<file path="src/rtl/and_chain_if.sv">
// Pin bundle between the AND-chain exerciser and its control/loopback side.
// start is a request sampled only in IDLE (abort wins when both are high); done is a one-cycle completion pulse.
interface and_chain_if;
  logic       start;
  logic       abort;
  logic       a_o;
  logic       b_o;
  logic       c_o;
  logic       d_o;
  logic       e_i;
  logic       f_i;
  logic       g_i;
  logic       busy;
  logic       done;
  logic       pass;
  logic [4:0] err_count;
  logic       first_fail_valid;
  logic [3:0] first_fail_vec;
  logic [2:0] first_fail_mask;

  modport slave (
    input  start, abort, e_i, f_i, g_i,
    output a_o, b_o, c_o, d_o, busy, done, pass, err_count,
           first_fail_valid, first_fail_vec, first_fail_mask
  );

  modport master (
    output start, abort, e_i, f_i, g_i,
    input  a_o, b_o, c_o, d_o, busy, done, pass, err_count,
           first_fail_valid, first_fail_vec, first_fail_mask
  );
endinterface

</file>
<file path="src/rtl/and_chain_exerciser.sv">
// Walks all 16 input vectors through a four-input AND chain, samples the e/f/g taps
// after a settle delay and records error count plus the first failing vector.
module and_chain_exerciser #(
    parameter int unsigned SETTLE_CYCLES = 2
) (
    input  logic           clk,
    input  logic           rst_n,
    and_chain_if.slave     bus,
    output logic [1:0]     state_dbg
);

    typedef enum logic [1:0] {
        IDLE = 2'd0,
        RUN  = 2'd1,
        DONE = 2'd2
    } state_t;

    localparam logic [3:0] SAMPLE_PHASE  = 4'(SETTLE_CYCLES - 1);
    localparam logic [3:0] ADVANCE_PHASE = 4'(SETTLE_CYCLES);

    state_t     state_q;
    state_t     state_d;
    logic [3:0] vec_q;
    logic [3:0] phase_q;
    logic       busy_q;
    logic       done_q;
    logic       pass_q;
    logic [4:0] err_q;
    logic       ff_valid_q;
    logic [3:0] ff_vec_q;
    logic [2:0] ff_mask_q;

    logic       start_ok;
    logic       sample_fire;
    logic       exp_e;
    logic       exp_f;
    logic       exp_g;
    logic [2:0] mismatch;
    logic       vec_fail;

    assign start_ok    = (state_q == IDLE) && bus.start && !bus.abort;
    // An abort on the sampling edge discards that sample.
    assign sample_fire = (state_q == RUN) && !bus.abort && (phase_q == SAMPLE_PHASE);

    assign exp_e    = vec_q[3] & vec_q[2];
    assign exp_f    = exp_e & vec_q[1];
    assign exp_g    = exp_f & vec_q[0];
    assign mismatch = {bus.e_i ^ exp_e, bus.f_i ^ exp_f, bus.g_i ^ exp_g};
    assign vec_fail = sample_fire && (mismatch != 3'b000);

    always_comb begin
        state_d = state_q;
        case (state_q)
            IDLE: if (start_ok) state_d = RUN;
            RUN: begin
                if (bus.abort) state_d = IDLE;
                else if (sample_fire && (vec_q == 4'd15)) state_d = DONE;
            end
            DONE:    state_d = IDLE;
            default: state_d = IDLE;
        endcase
    end

    always_ff @(posedge clk or negedge rst_n) begin
        if (!rst_n) state_q <= IDLE;
        else        state_q <= state_d;
    end

    always_ff @(posedge clk or negedge rst_n) begin
        if (!rst_n) begin
            vec_q      <= 4'd0;
            phase_q    <= 4'd0;
            busy_q     <= 1'b0;
            done_q     <= 1'b0;
            pass_q     <= 1'b0;
            err_q      <= 5'd0;
            ff_valid_q <= 1'b0;
            ff_vec_q   <= 4'd0;
            ff_mask_q  <= 3'd0;
        end else begin
            done_q <= 1'b0;
            case (state_q)
                IDLE: begin
                    if (start_ok) begin
                        vec_q      <= 4'd0;
                        phase_q    <= 4'd0;
                        busy_q     <= 1'b1;
                        pass_q     <= 1'b0;
                        err_q      <= 5'd0;
                        ff_valid_q <= 1'b0;
                        ff_vec_q   <= 4'd0;
                        ff_mask_q  <= 3'd0;
                    end
                end
                RUN: begin
                    if (bus.abort) begin
                        busy_q  <= 1'b0;
                        vec_q   <= 4'd0;
                        phase_q <= 4'd0;
                    end else begin
                        if (vec_fail) begin
                            err_q <= err_q + 5'd1;
                            if (!ff_valid_q) begin
                                ff_valid_q <= 1'b1;
                                ff_vec_q   <= vec_q;
                                ff_mask_q  <= mismatch;
                            end
                        end
                        if (phase_q == ADVANCE_PHASE) begin
                            phase_q <= 4'd0;
                            vec_q   <= vec_q + 4'd1;
                        end else begin
                            phase_q <= phase_q + 4'd1;
                        end
                    end
                end
                DONE: begin
                    // Vector 15 is held through this cycle; completion is reported on exit.
                    busy_q  <= 1'b0;
                    vec_q   <= 4'd0;
                    phase_q <= 4'd0;
                    if (!bus.abort) begin
                        done_q <= 1'b1;
                        pass_q <= (err_q == 5'd0);
                    end
                end
                default: begin
                    busy_q  <= 1'b0;
                    vec_q   <= 4'd0;
                    phase_q <= 4'd0;
                end
            endcase
        end
    end

    assign bus.a_o              = vec_q[3];
    assign bus.b_o              = vec_q[2];
    assign bus.c_o              = vec_q[1];
    assign bus.d_o              = vec_q[0];
    assign bus.busy             = busy_q;
    assign bus.done             = done_q;
    assign bus.pass             = pass_q;
    assign bus.err_count        = err_q;
    assign bus.first_fail_valid = ff_valid_q;
    assign bus.first_fail_vec   = ff_vec_q;
    assign bus.first_fail_mask  = ff_mask_q;
    assign state_dbg            = state_q;

endmodule

</file>
<file path="src/flat_wrapper.sv">
// flat-port wrapper written by rule: the top's interface ports become plain ports
module and_chain_exerciser_flat 
#(
    parameter int unsigned SETTLE_CYCLES = 2
)
  (clk, rst_n, state_dbg, bus_start, bus_abort, bus_e_i, bus_f_i, bus_g_i, bus_a_o, bus_b_o, bus_c_o, bus_d_o, bus_busy, bus_done, bus_pass, bus_err_count, bus_first_fail_valid, bus_first_fail_vec, bus_first_fail_mask);
  and_chain_if bus_i ();
  input  logic clk;
  input  logic rst_n;
  output logic [1:0] state_dbg;
  input wire logic [$bits(bus_i.start)-1:0] bus_start;
  input wire logic [$bits(bus_i.abort)-1:0] bus_abort;
  input wire logic [$bits(bus_i.e_i)-1:0] bus_e_i;
  input wire logic [$bits(bus_i.f_i)-1:0] bus_f_i;
  input wire logic [$bits(bus_i.g_i)-1:0] bus_g_i;
  output wire logic [$bits(bus_i.a_o)-1:0] bus_a_o;
  output wire logic [$bits(bus_i.b_o)-1:0] bus_b_o;
  output wire logic [$bits(bus_i.c_o)-1:0] bus_c_o;
  output wire logic [$bits(bus_i.d_o)-1:0] bus_d_o;
  output wire logic [$bits(bus_i.busy)-1:0] bus_busy;
  output wire logic [$bits(bus_i.done)-1:0] bus_done;
  output wire logic [$bits(bus_i.pass)-1:0] bus_pass;
  output wire logic [$bits(bus_i.err_count)-1:0] bus_err_count;
  output wire logic [$bits(bus_i.first_fail_valid)-1:0] bus_first_fail_valid;
  output wire logic [$bits(bus_i.first_fail_vec)-1:0] bus_first_fail_vec;
  output wire logic [$bits(bus_i.first_fail_mask)-1:0] bus_first_fail_mask;
  assign bus_i.start = bus_start;
  assign bus_i.abort = bus_abort;
  assign bus_i.e_i = bus_e_i;
  assign bus_i.f_i = bus_f_i;
  assign bus_i.g_i = bus_g_i;
  assign bus_a_o = bus_i.a_o;
  assign bus_b_o = bus_i.b_o;
  assign bus_c_o = bus_i.c_o;
  assign bus_d_o = bus_i.d_o;
  assign bus_busy = bus_i.busy;
  assign bus_done = bus_i.done;
  assign bus_pass = bus_i.pass;
  assign bus_err_count = bus_i.err_count;
  assign bus_first_fail_valid = bus_i.first_fail_valid;
  assign bus_first_fail_vec = bus_i.first_fail_vec;
  assign bus_first_fail_mask = bus_i.first_fail_mask;
  and_chain_exerciser #(.SETTLE_CYCLES(SETTLE_CYCLES)) u_core (.clk(clk), .rst_n(rst_n), .bus(bus_i), .state_dbg(state_dbg));
endmodule
</file>
<file path="config.mk">
export PLATFORM = sky130hd
export DESIGN_NAME = and_chain_exerciser_flat
export DESIGN_NICKNAME = d
export VERILOG_FILES = /design/src/rtl/and_chain_if.sv /design/src/rtl/and_chain_exerciser.sv /design/src/flat_wrapper.sv
export SDC_FILE = /design/constraint.sdc
export NUM_CORES = 1
export LEC_CHECK = 0
export ABC_CLOCK_PERIOD_IN_PS = 2130
export BUFFER_PORTS_ARGS = -buffer_cell sky130_fd_sc_hd__buf_2
export CORE_MARGIN = 10
export CORE_UTILIZATION = 40
export DETAILED_ROUTE_END_ITERATION = 6
export SYNTH_ARGS = -nofsm -noshare
export SYNTH_HDL_FRONTEND = slang
export SYNTH_SLANG_ARGS = --single-unit
</file>
<file path="constraint.sdc">
create_clock -name clk -period 2.13 [get_ports clk]
set_input_delay 0.1065 -clock clk [delete_from_list [all_inputs] [get_ports clk]]
set_output_delay 0.1065 -clock clk [all_outputs]
set_load 0.02 [all_outputs]
</file>
## After elaboration in Yosys (flattened, before gate mapping)

Cells that the tools add are included.

- Input port bits: 7
- Bits in registers: 26

- Equal/unequal tests: 13
- Multiplexer cells: 35
- Bitwise logic cells: 6
- Reductions and logical operators: 18
- $add $sub $neg: 3

Operator list:

| operator | number |
|---|---|
| 4-bit two-way mux | 8 |
| 4-bit one-hot mux with 2 select lines | 3 |
| 5-bit two-way mux | 3 |
| 3-bit two-way mux | 4 |
| 5-bit one-hot mux with 2 select lines | 1 |
| 4-bit by 1-bit adder with 4-bit output (second input constant) | 2 |
| 1-bit two-way mux | 8 |
| 2-bit != test (second input constant) | 4 |
| 1-bit logical AND | 6 |
| 2-bit two-way mux | 3 |
| 3-bit != test (second input constant) | 2 |
| 1-bit one-hot mux with 2 select lines | 3 |
| 3-bit one-hot mux with 2 select lines | 1 |
| 2-bit AND reduction | 3 |
| 5-bit by 1-bit adder with 5-bit output (second input constant) | 1 |
| 5-bit logical NOT | 1 |
| 5-bit AND reduction | 1 |
| 4-bit by 1-bit equality test with 1-bit output (second input constant) | 1 |
| 4-bit by 2-bit equality test with 1-bit output (second input constant) | 1 |
| 4-bit equality test (second input constant) | 1 |
| 2-bit by 1-bit != test with 1-bit output (second input constant) | 2 |
| 2-bit one-hot mux with 2 select lines | 1 |
| 4-bit AND reduction | 1 |
| 2-bit nonzero test | 2 |
| 8 further kinds | 12 |

## Longest topological paths before layout

Gate-level depths: netlist of run 1.

- Depth in word-level cells: 9
- Gate-level depth with buffers: 6
- Mapped depth without buffers: 5

## Worst setup path after synthesis of run 1

No wires, ideal clock.

- Kind: register to register
- From: register u_core.vec_q[3]
- To: register u_core.ff_mask_q[0] (netlist: u_core.bus.first_fail_mask[0])
- Stages on the path, launching flop included: 7
- Setup slack: 387 ps
- Period minus slack after synthesis: 1743 ps
- Arrival time: 1622 ps
- Path through: dfrtp_1 -> buf_4 -> nand4_1 -> xnor2_1 -> o211a_1 -> o21a_1 -> a32o_1

- Word-level cells in the longest chain between the ends: 8
- Elaborated cells on any way between the ends: 14
- Classes of those cells: 1 x eq/ne; 4 x mux; 6 x bitwise; 3 x reduce/logical

Ends and longest elaborated chain:

| item | line | text |
|---|---|---|
| start, declared | and_chain_exerciser.sv:23 | `logic [3:0] vec_q;` |
| start signal, assigned | and_chain_exerciser.sv:111 | `vec_q <= vec_q + 4'd1;` |
| 1-bit bitwise AND (*) | and_chain_exerciser.sv:45 | `assign exp_e = vec_q[3] & vec_q[2];` |
| 1-bit bitwise AND | and_chain_exerciser.sv:46 | `assign exp_f = exp_e & vec_q[1];` |
| 1-bit bitwise AND | and_chain_exerciser.sv:47 | `assign exp_g = exp_f & vec_q[0];` |
| 1-bit bitwise XOR | and_chain_exerciser.sv:48 | `assign mismatch = {bus.e_i ^ exp_e, bus.f_i ^ exp_f, bus.g_i ^ exp_g};` |
| 3-bit nonzero test or 3-bit two-way mux (tied branches) | and_chain_exerciser.sv:49, and_chain_exerciser.sv:103 |  |
| 1-bit logical AND or 3-bit two-way mux (tied branches) | and_chain_exerciser.sv:49, and_chain_exerciser.sv:101 |  |
| 2-bit by 1-bit != test with 1-bit output (no source line) or 3-bit two-way mux (tied branches) | -- |  |
| 5-bit AND reduction (no source line) or 3-bit one-hot mux with 2 select lines (tied branches) | -- |  |
| end signal, assigned | and_chain_exerciser.sv:106 | `ff_mask_q <= mismatch;` |
| end, declared | and_chain_exerciser.sv:31 | `logic [2:0] ff_mask_q;` |

Mark *: on every way between the ends. The rest lies on a longest branch, timed or not. The select of a mux whose other input is x is not followed.
A chain may end at the register's enable or synchronous reset.

## Worst setup path in the final report of run 1

- From: register u_core.vec_q[2]
- To: register u_core.ff_vec_q[0] (netlist: u_core.bus.first_fail_vec[0])

- Word-level cells in the longest chain between the ends: 8
- Elaborated cells on any way between the ends: 10
- Classes of those cells: 1 x eq/ne; 6 x bitwise; 3 x reduce/logical

Ends and longest elaborated chain:

| item | line | text |
|---|---|---|
| 1-bit bitwise AND (*) | and_chain_exerciser.sv:45 |  |
| 1-bit bitwise AND | and_chain_exerciser.sv:46 |  |
| 1-bit bitwise AND | and_chain_exerciser.sv:47 |  |
| 1-bit bitwise XOR | and_chain_exerciser.sv:48 |  |
| 3-bit nonzero test (*) | and_chain_exerciser.sv:49 | `assign vec_fail = sample_fire && (mismatch != 3'b000);` |
| 1-bit logical AND (*) | and_chain_exerciser.sv:49 |  |
| 2-bit by 1-bit != test with 1-bit output (no source line) (*) | -- |  |
| 5-bit AND reduction (no source line) (*) | -- |  |
| end signal, assigned | and_chain_exerciser.sv:105 | `ff_vec_q <= vec_q;` |
| end, declared | and_chain_exerciser.sv:30 | `logic [3:0] ff_vec_q;` |

Mark *: on every way between the ends. The rest lies on a longest branch, timed or not.

==> metrics.md, run 1 <==
| Metric | Value |
|---|---|
| Design Area, Final | `1600 um2` |
| Initial antenna violation count | `0` |
| Logic pwr share | `about 36%` |
| Max Freq | `541 MHz` |
| Unrepaired setup endpoints after global routing | `false` |
| Worst-Skew Late Latency | `0.32 ns` |
| WL/cell | `15.1 um` |
| WP data required | `between 2 and 2.5 ns` |
| Maxcap violations | `0` |
| Layout Nets | `171` |
| R2R cell count | `5` |
| Avg Cell Area, Syn | `roughly 11 um2` |
| Crit-path max FO | `10` |
| Yosys reg bits | `26` |
| Postcts setup bufs | `0` |
| Post-placement cell area | `1570 um2` |
| GPL Wtd Cong | `0.796` |
| Pin count of the biggest net entering global routing | `27` |
| Worst Hold Class | `input port to register` |
| Synth unique cells | `45` |
| Slowest CP cell | `dfrtp_1` |
| Total chip power | `between 1 and 1.5 mW` |
| Global route total overflow | `0` |
| Final Max Tran Viols | `0` |
| Final min period | `about 1.8 ns` |
| RR Startpoint | `u_core.vec_q[2]` |
| Setup TNS | `0 ns` |
| Layout cell share with drive strength beyond 1 | `between 20% and 30%` |
| H-tree Lvls | `1` |
| Worst hold start | `bus_start` |
| CTS tree | `yes` |
| Vias in the first global route | `1051` |
| WHS Path Cells | `3` |
| CTS Buf Count | `3` |
| Worst reg-to-reg setup slack | `around 0.28 ns` |
| Crit Path Class | `register to register` |
| Number of synthesized flops with an enable pin | `0` |
| Sequential cell fraction of total power | `49.5%` |
| Switching power | `0.529 mW` |
| Total clock sinks | `26` |
| Total Routing Usage GR | `just over 10%` |
| Rel. slew slack | `between 60% and 70%` |
| Starting density of the core | `41.7%` |
| PD cells | `844 nW/um2` |
| Chip Width | `about 80 um` |
| Gates resized, CTS repair | `0` |
| Worst path max stage delay | `0.59 ns` |
| Sequential area share after synthesis | `46.4%` |
| Synthesized cell area | `1400 um2` |
| Clock Root Buffer | `clkbuf_4` |
| Commonest non-fill, non-tap cell in the layout | `buf_2` |
| Clock network power share | `15.0%` |
| Area Overhead vs Synth | `14.2%` |
| Sw Ratio | `39.1%` |
| Most frequent cells in the layout | `buf_2 (28), dfrtp_1 (26), nand2_1 (9), inv_1 (8), xnor2_1 (8)` |
| Global-route wire length before repair | `5.13 mm` |
| Cells after Synth | `between 100 and 150` |
| Clock Skew | `0.00640 ns` |
| Bufs on Longest Clock Path | `2` |
| # diodes | `0` |
| Worst Path Arrival | `about 2.1 ns` |
| # setup viols final | `0` |
| PortBufs | `28` |
| Synth top area cells | `dfrtp_1 (46%), xnor2_1 (5.0%), a22o_1 (4.4%)` |
| Delay-heaviest family, CP | `flip-flops` |
| ANT nets after route | `0` |
| VDD IR max | `0.000504 V` |
| Post-synth top area share | `46.4%` |
| Static leakage | `~0.75 nW` |
| I/O pin cnt | `29` |
| CP startpoint kind | `register` |
| Worst hold slack | `0.156 ns` |
| Yosys warns | `0` |
| Critical-path cell list | `nand4_1, xnor2_1, o21ai_1, nor4_4, a22o_1` |
| R2r endpoint | `u_core.bus.first_fail_vec[0]` |
| Measured slew at the worst slew-check pin | `0.576 ns` |
| CTS clk-pin slew, worst paths | `around 0.13 ns` |
| Int Power | `about 0.82 mW` |
| Drt first pass iters | `4` |
| Area leader, netlist | `dfrtp_1` |
| # fillers | `350` |
| Top_reg_cell synth | `dfrtp_1` |
| DIE AREA | `6280 um2` |
| Vias per inst | `about 5.3` |
| FFs w/ async S/R, synth | `100%` |
| Share of the clock period used by the worst path | `86.8%` |
| Status | `complete, no violations` |
| Detailed placement HPWL | `2.37 mm` |
| Chip Height | `between 70 and 80 um` |
| Row cnt | `21` |
| First DRT Iteration DRCs | `89` |
| Hold endpoint | `u_core.bus.pass` |
| CTS Hold Bufs | `1` |
| Final Hold Fails | `0` |
| DRC viols | `0` |
| Synthesized Nets | `around 140` |
| Element type at the critical path end | `register` |
| Via count | `1090` |
| Core Area | `between 3000 and 4000 um2` |
| Routed WL | `approximately 3.1 mm` |
| Worst path buffer plus inverter count | `0` |
cells by family (layout without fill, tap and decap cells):
kind of cell	after synthesis	count (layout)	share of synthesized area (%)
flip-flops	26	26	46.4
AO/OA/AOI/OAI	39	39	21.5
XOR/XNOR	9	9	5.62
adder cells (fa/ha/maj)	3	3	2.68
buffers and inverters	15	43	5.71
AND/OR/NAND/NOR	38	38	17.4
multiplexers	1	1	0.714
worst register-to-register path: stages (launching register included):
cell	delay, ns
dfrtp_1	0.59
nand4_1	0.16
xnor2_1	0.31
o21ai_1	0.16
nor4_4	0.38
a22o_1	0.19
metrics by stage:
stage	cells	utilization [%]	setup WS (ns)
2_1_floorplan	131	-	0.387
3_3_place_gp	201	46.7	0.322
3_5_place_dp	201	46.7	0.306
4_1_cts	205	47.6	0.273
5_1_grt	205	47.6	0.104
6_report	205	47.6	0.280
state kept, by name (all words and copies together) (netlist names), 2 cells and up:
register                    count
u_core.bus.first_fail_vec       4
u_core.vec_q                    4
u_core.bus.first_fail_mask      3
u_core.bus.err_count            5
u_core.state_dbg                2
u_core.phase_q                  4
per-layer routing:
| layer | up-vias | GRT usage [%] | routed length, um |
|---|---|---|---|
| met4 | 0 | 2.15 | 22 |
| met1 | 537 | 11.3 | 1320 |
| met5 | - | 0 | 0 |
| li1 | 531 | - | - |
| met2 | 20 | 17.9 | 1590 |
| met3 | 2 | 3.60 | 151 |
how the worst max path moves through the flow:
stage                    start                             to  depth (start not counted)
6_report       u_core.vec_q[2]   u_core.bus.first_fail_vec[0]                          5
5_1_grt        u_core.vec_q[2]   u_core.bus.first_fail_vec[1]                          5
4_1_cts        u_core.vec_q[2]   u_core.bus.first_fail_vec[0]                          5
3_3_place_gp   u_core.vec_q[2]   u_core.bus.first_fail_vec[0]                          5
3_5_place_dp   u_core.vec_q[2]   u_core.bus.first_fail_vec[0]                          5
2_1_floorplan  u_core.vec_q[3]  u_core.bus.first_fail_mask[0]                          6
power groups by stage:
stage                     Sequential [mW]  Clock (mW)  Combinational, mW
final                               0.669       0.202              0.480
after global routing                0.690       0.235              0.530
after CTS                           0.670       0.217              0.489
after detailed placement            0.681           0              0.486
after global placement              0.675           0              0.482
after floorplan                     0.728           0              0.297
area by class of cell:
class,instances,area (um2),area share [%]
flip-flops and latches,26,651,40.6
multi-input cells,90,672,42.0
inverters,9,33.8,2.11
well taps,46,57.6,3.59
clock buffers,3,22.5,1.41
repair buffers,31,165,10.3
Yosys cell counts (2+ instances only):
library cell / n
dfrtp_1: 26
nand2_1: 9
inv_1: 8
xnor2_1: 8
a22o_1: 7
a21oi_1: 5
nor2_1: 5
o21ai_1: 5
nand3_1: 4
nor3_1: 4
o21ai_0: 4
a21o_1: 3
ha_1: 3
nand4_1: 3
o22ai_1: 3
buf_4: 2
buf_6: 2
nor2_2: 2
o211ai_1: 2
Note: power is estimated with default switching activity, not from simulation.
==> run 2: changes to the inputs <==
CORE_MARGIN = 2   (was 10)
==> metrics.md, run 2 (same netlist as run 1, synthesis figures left out) <==
| Metric | Value |
|---|---|
| VDD IR max | `0.000370 V (-27%)` |
| Commonest non-fill, non-tap cell in the layout | `buf_2` |
| Global-route wire length before repair | `4.66 mm (-9.3%)` |
| Hold endpoint | `u_core.bus.first_fail_mask[1]` |
| Worst Path Arrival | `2.11 ns (about the same)` |
| Layout Nets | `170 (-0.58%)` |
| WHS Path Cells | `3 (unchanged)` |
| Worst path buffer plus inverter count | `0 (unchanged)` |
| CP startpoint kind | `register` |
| Setup TNS | `0 ns (unchanged)` |
| R2R cell count | `5 (unchanged)` |
| Area Overhead vs Synth | `13.6%` |
| Via count | `1067 (-2.1%)` |
| Worst reg-to-reg setup slack | `0.27 ns (about the same)` |
| Final Hold Fails | `0 (unchanged)` |
| Initial antenna violation count | `0 (unchanged)` |
| Bufs on Longest Clock Path | `2 (unchanged)` |
| Share of the clock period used by the worst path | `87.1% (+0.26 points)` |
| Unrepaired setup endpoints after global routing | `false` |
| I/O pin cnt | `29 (unchanged)` |
| Final Max Tran Viols | `0 (unchanged)` |
| Crit-path max FO | `10 (unchanged)` |
| First DRT Iteration DRCs | `34 (-62%)` |
| RR Startpoint | `u_core.vec_q[2]` |
| Max Freq | `539 MHz (-0.30%)` |
| Drt first pass iters | `4 (unchanged)` |
| CTS clk-pin slew, worst paths | `0.13 ns (about the same)` |
| Critical-path cell list | `nand4_1, xnor2_1, o21ai_1, nor4_4, a22o_1` |
| Maxcap violations | `0 (unchanged)` |
| Worst path max stage delay | `0.59 ns (about the same)` |
| Clock Root Buffer | `clkbuf_4` |
| Core Area | `3360 um2 (unchanged)` |
| GPL Wtd Cong | `0.760 (-4.5%)` |
| Final min period | `1.86 ns (+0.00553 ns)` |
| # fillers | `343 (-2.0%)` |
| Chip Height | `63.2 um (-20%)` |
| Vias in the first global route | `1023 (-2.7%)` |
| Clock Skew | `0.00869 ns (+0.00228 ns)` |
| Detailed placement HPWL | `2.09 mm (-12%)` |
| Layout cell share with drive strength beyond 1 | `27.2% (-0.46 points)` |
| Row cnt | `21 (unchanged)` |
| DIE AREA | `4000 um2 (-36%)` |
| Rel. slew slack | `61.9% (+0.29 points)` |
| WL/cell | `13.4 um (-11%)` |
| Footprint of the multi-input gates | `672 um2 (unchanged)` |
| CTS Buf Count | `3 (unchanged)` |
| Crit Path Class | `register to register` |
| Gates resized, CTS repair | `0 (unchanged)` |
| Measured slew at the worst slew-check pin | `0.572 ns (-0.00429 ns)` |
| Starting density of the core | `41.7% (unchanged)` |
| Max reg flops | `5 (unchanged)` |
| Total Routing Usage GR | `14.8% (+4.7 points)` |
| ANT nets after route | `0 (unchanged)` |
| Worst slack, placed | `0.303 ns (-0.00348 ns)` |
| Total clock sinks | `26 (unchanged)` |
| Worst Hold Class | `input port to register` |
| Worst-Skew Late Latency | `0.31 ns (about the same)` |
| Most frequent cells in the layout | `buf_2 (28), dfrtp_1 (26), nand2_1 (9), inv_1 (8), xnor2_1 (8)` |
| Status | `complete, no violations` |
| # diodes | `0 (unchanged)` |
| R2r endpoint | `u_core.bus.first_fail_vec[1]` |
| WP data required | `2.39 ns (about the same)` |
| Vias per inst | `5.23 (-1.6%)` |
| Static leakage | `0.741 nW (-0.69%)` |
| Worst hold start | `bus_f_i` |
| H-tree Lvls | `1 (unchanged)` |
| Slowest CP cell | `dfrtp_1` |
| Element type at the critical path end | `register` |
| Pin count of the biggest net entering global routing | `27 (unchanged)` |
| Register area | `651 um2 (unchanged)` |
| Routed WL | `2.74 mm (-11%)` |
| Final setup margin | `0.275 ns (-0.00553 ns)` |
| Chip Width | `63.2 um (-20%)` |
| DRC viols | `0 (unchanged)` |
| Global route total overflow | `0 (unchanged)` |
| CTS tree | `yes` |
| PD cells | `841 nW/um2 (-0.31%)` |
| PortBufs | `28 (unchanged)` |
| Delay-heaviest family, CP | `flip-flops` |
| # setup viols final | `0 (unchanged)` |
run 2: changes by cell type in the layout (fill, tap and decap cells not counted), sizes merged:
cell / delta
buf: -1
run 2: through the flow:
stage	instance area, um2	instances	power, mW	hold WS [ns]	utilization, %
global placement	1560	200	1.15	0.133	46.4
detailed placement	1560	200	1.16	0.136	46.4
CTS	1590	204	1.36	0.162	47.4
global route	1590	204	1.45	0.176	47.4
floorplan	1400	131	1.03	-0.189	-
finish	1590	204	1.34	0.172	47.4
run 2: power breakdown:
part	internal (mW)	total (mW)	leakage [nW]	switching (mW)
combinational	0.188	0.475	0.373	0.288
clock	0.0660	0.199	0.0138	0.133
sequential	0.568	0.666	0.354	0.0986
run 2: worst register-to-register path: stages (launching register included):
cell     delay, ns
dfrtp_1       0.59
nand4_1       0.16
xnor2_1       0.33
o21ai_1       0.16
nor4_4        0.38
a22o_1        0.19
run 2: area by class of cell:
cell class / count / share of cell area (%)
sequential: 26 / 40.8
inverter: 9 / 2.12
clock buffer: 3 / 1.41
timing repair buffer: 30 / 9.89
tap: 46 / 3.61
multi-input combinational: 90 / 42.2
run 2: repair_timing:
action                    in CTS  in global routing
hold endpoints to repair      26                  0
setup buffers                  0                  0
hold buffers                   1                  0
run 2: worst max path at each step:
stage / depth (start not counted) / endpoint / startpoint
final: 5 / u_core.bus.first_fail_vec[1] / u_core.vec_q[2]
after global routing: 5 / u_core.bus.first_fail_vec[0] / u_core.vec_q[2]
after floorplan: 6 / u_core.bus.first_fail_mask[0] / u_core.vec_q[3]
after CTS: 5 / u_core.bus.first_fail_vec[1] / u_core.vec_q[2]
after global placement: 5 / u_core.bus.first_fail_vec[0] / u_core.vec_q[2]
after detailed placement: 5 / u_core.bus.first_fail_vec[1] / u_core.vec_q[2]
run 2: metal layers:
| layer | GRT usage, % | vias to the layer above | share of wire, % |
|---|---|---|---|
| met5 | 0 | - | 0 |
| met4 | 4.89 | 0 | 0.80 |
| met3 | 2.14 | 2 | 2.0 |
| met2 | 25.5 | 11 | 49 |
| met1 | 19.2 | 518 | 48 |
| li1 | - | 536 | - |
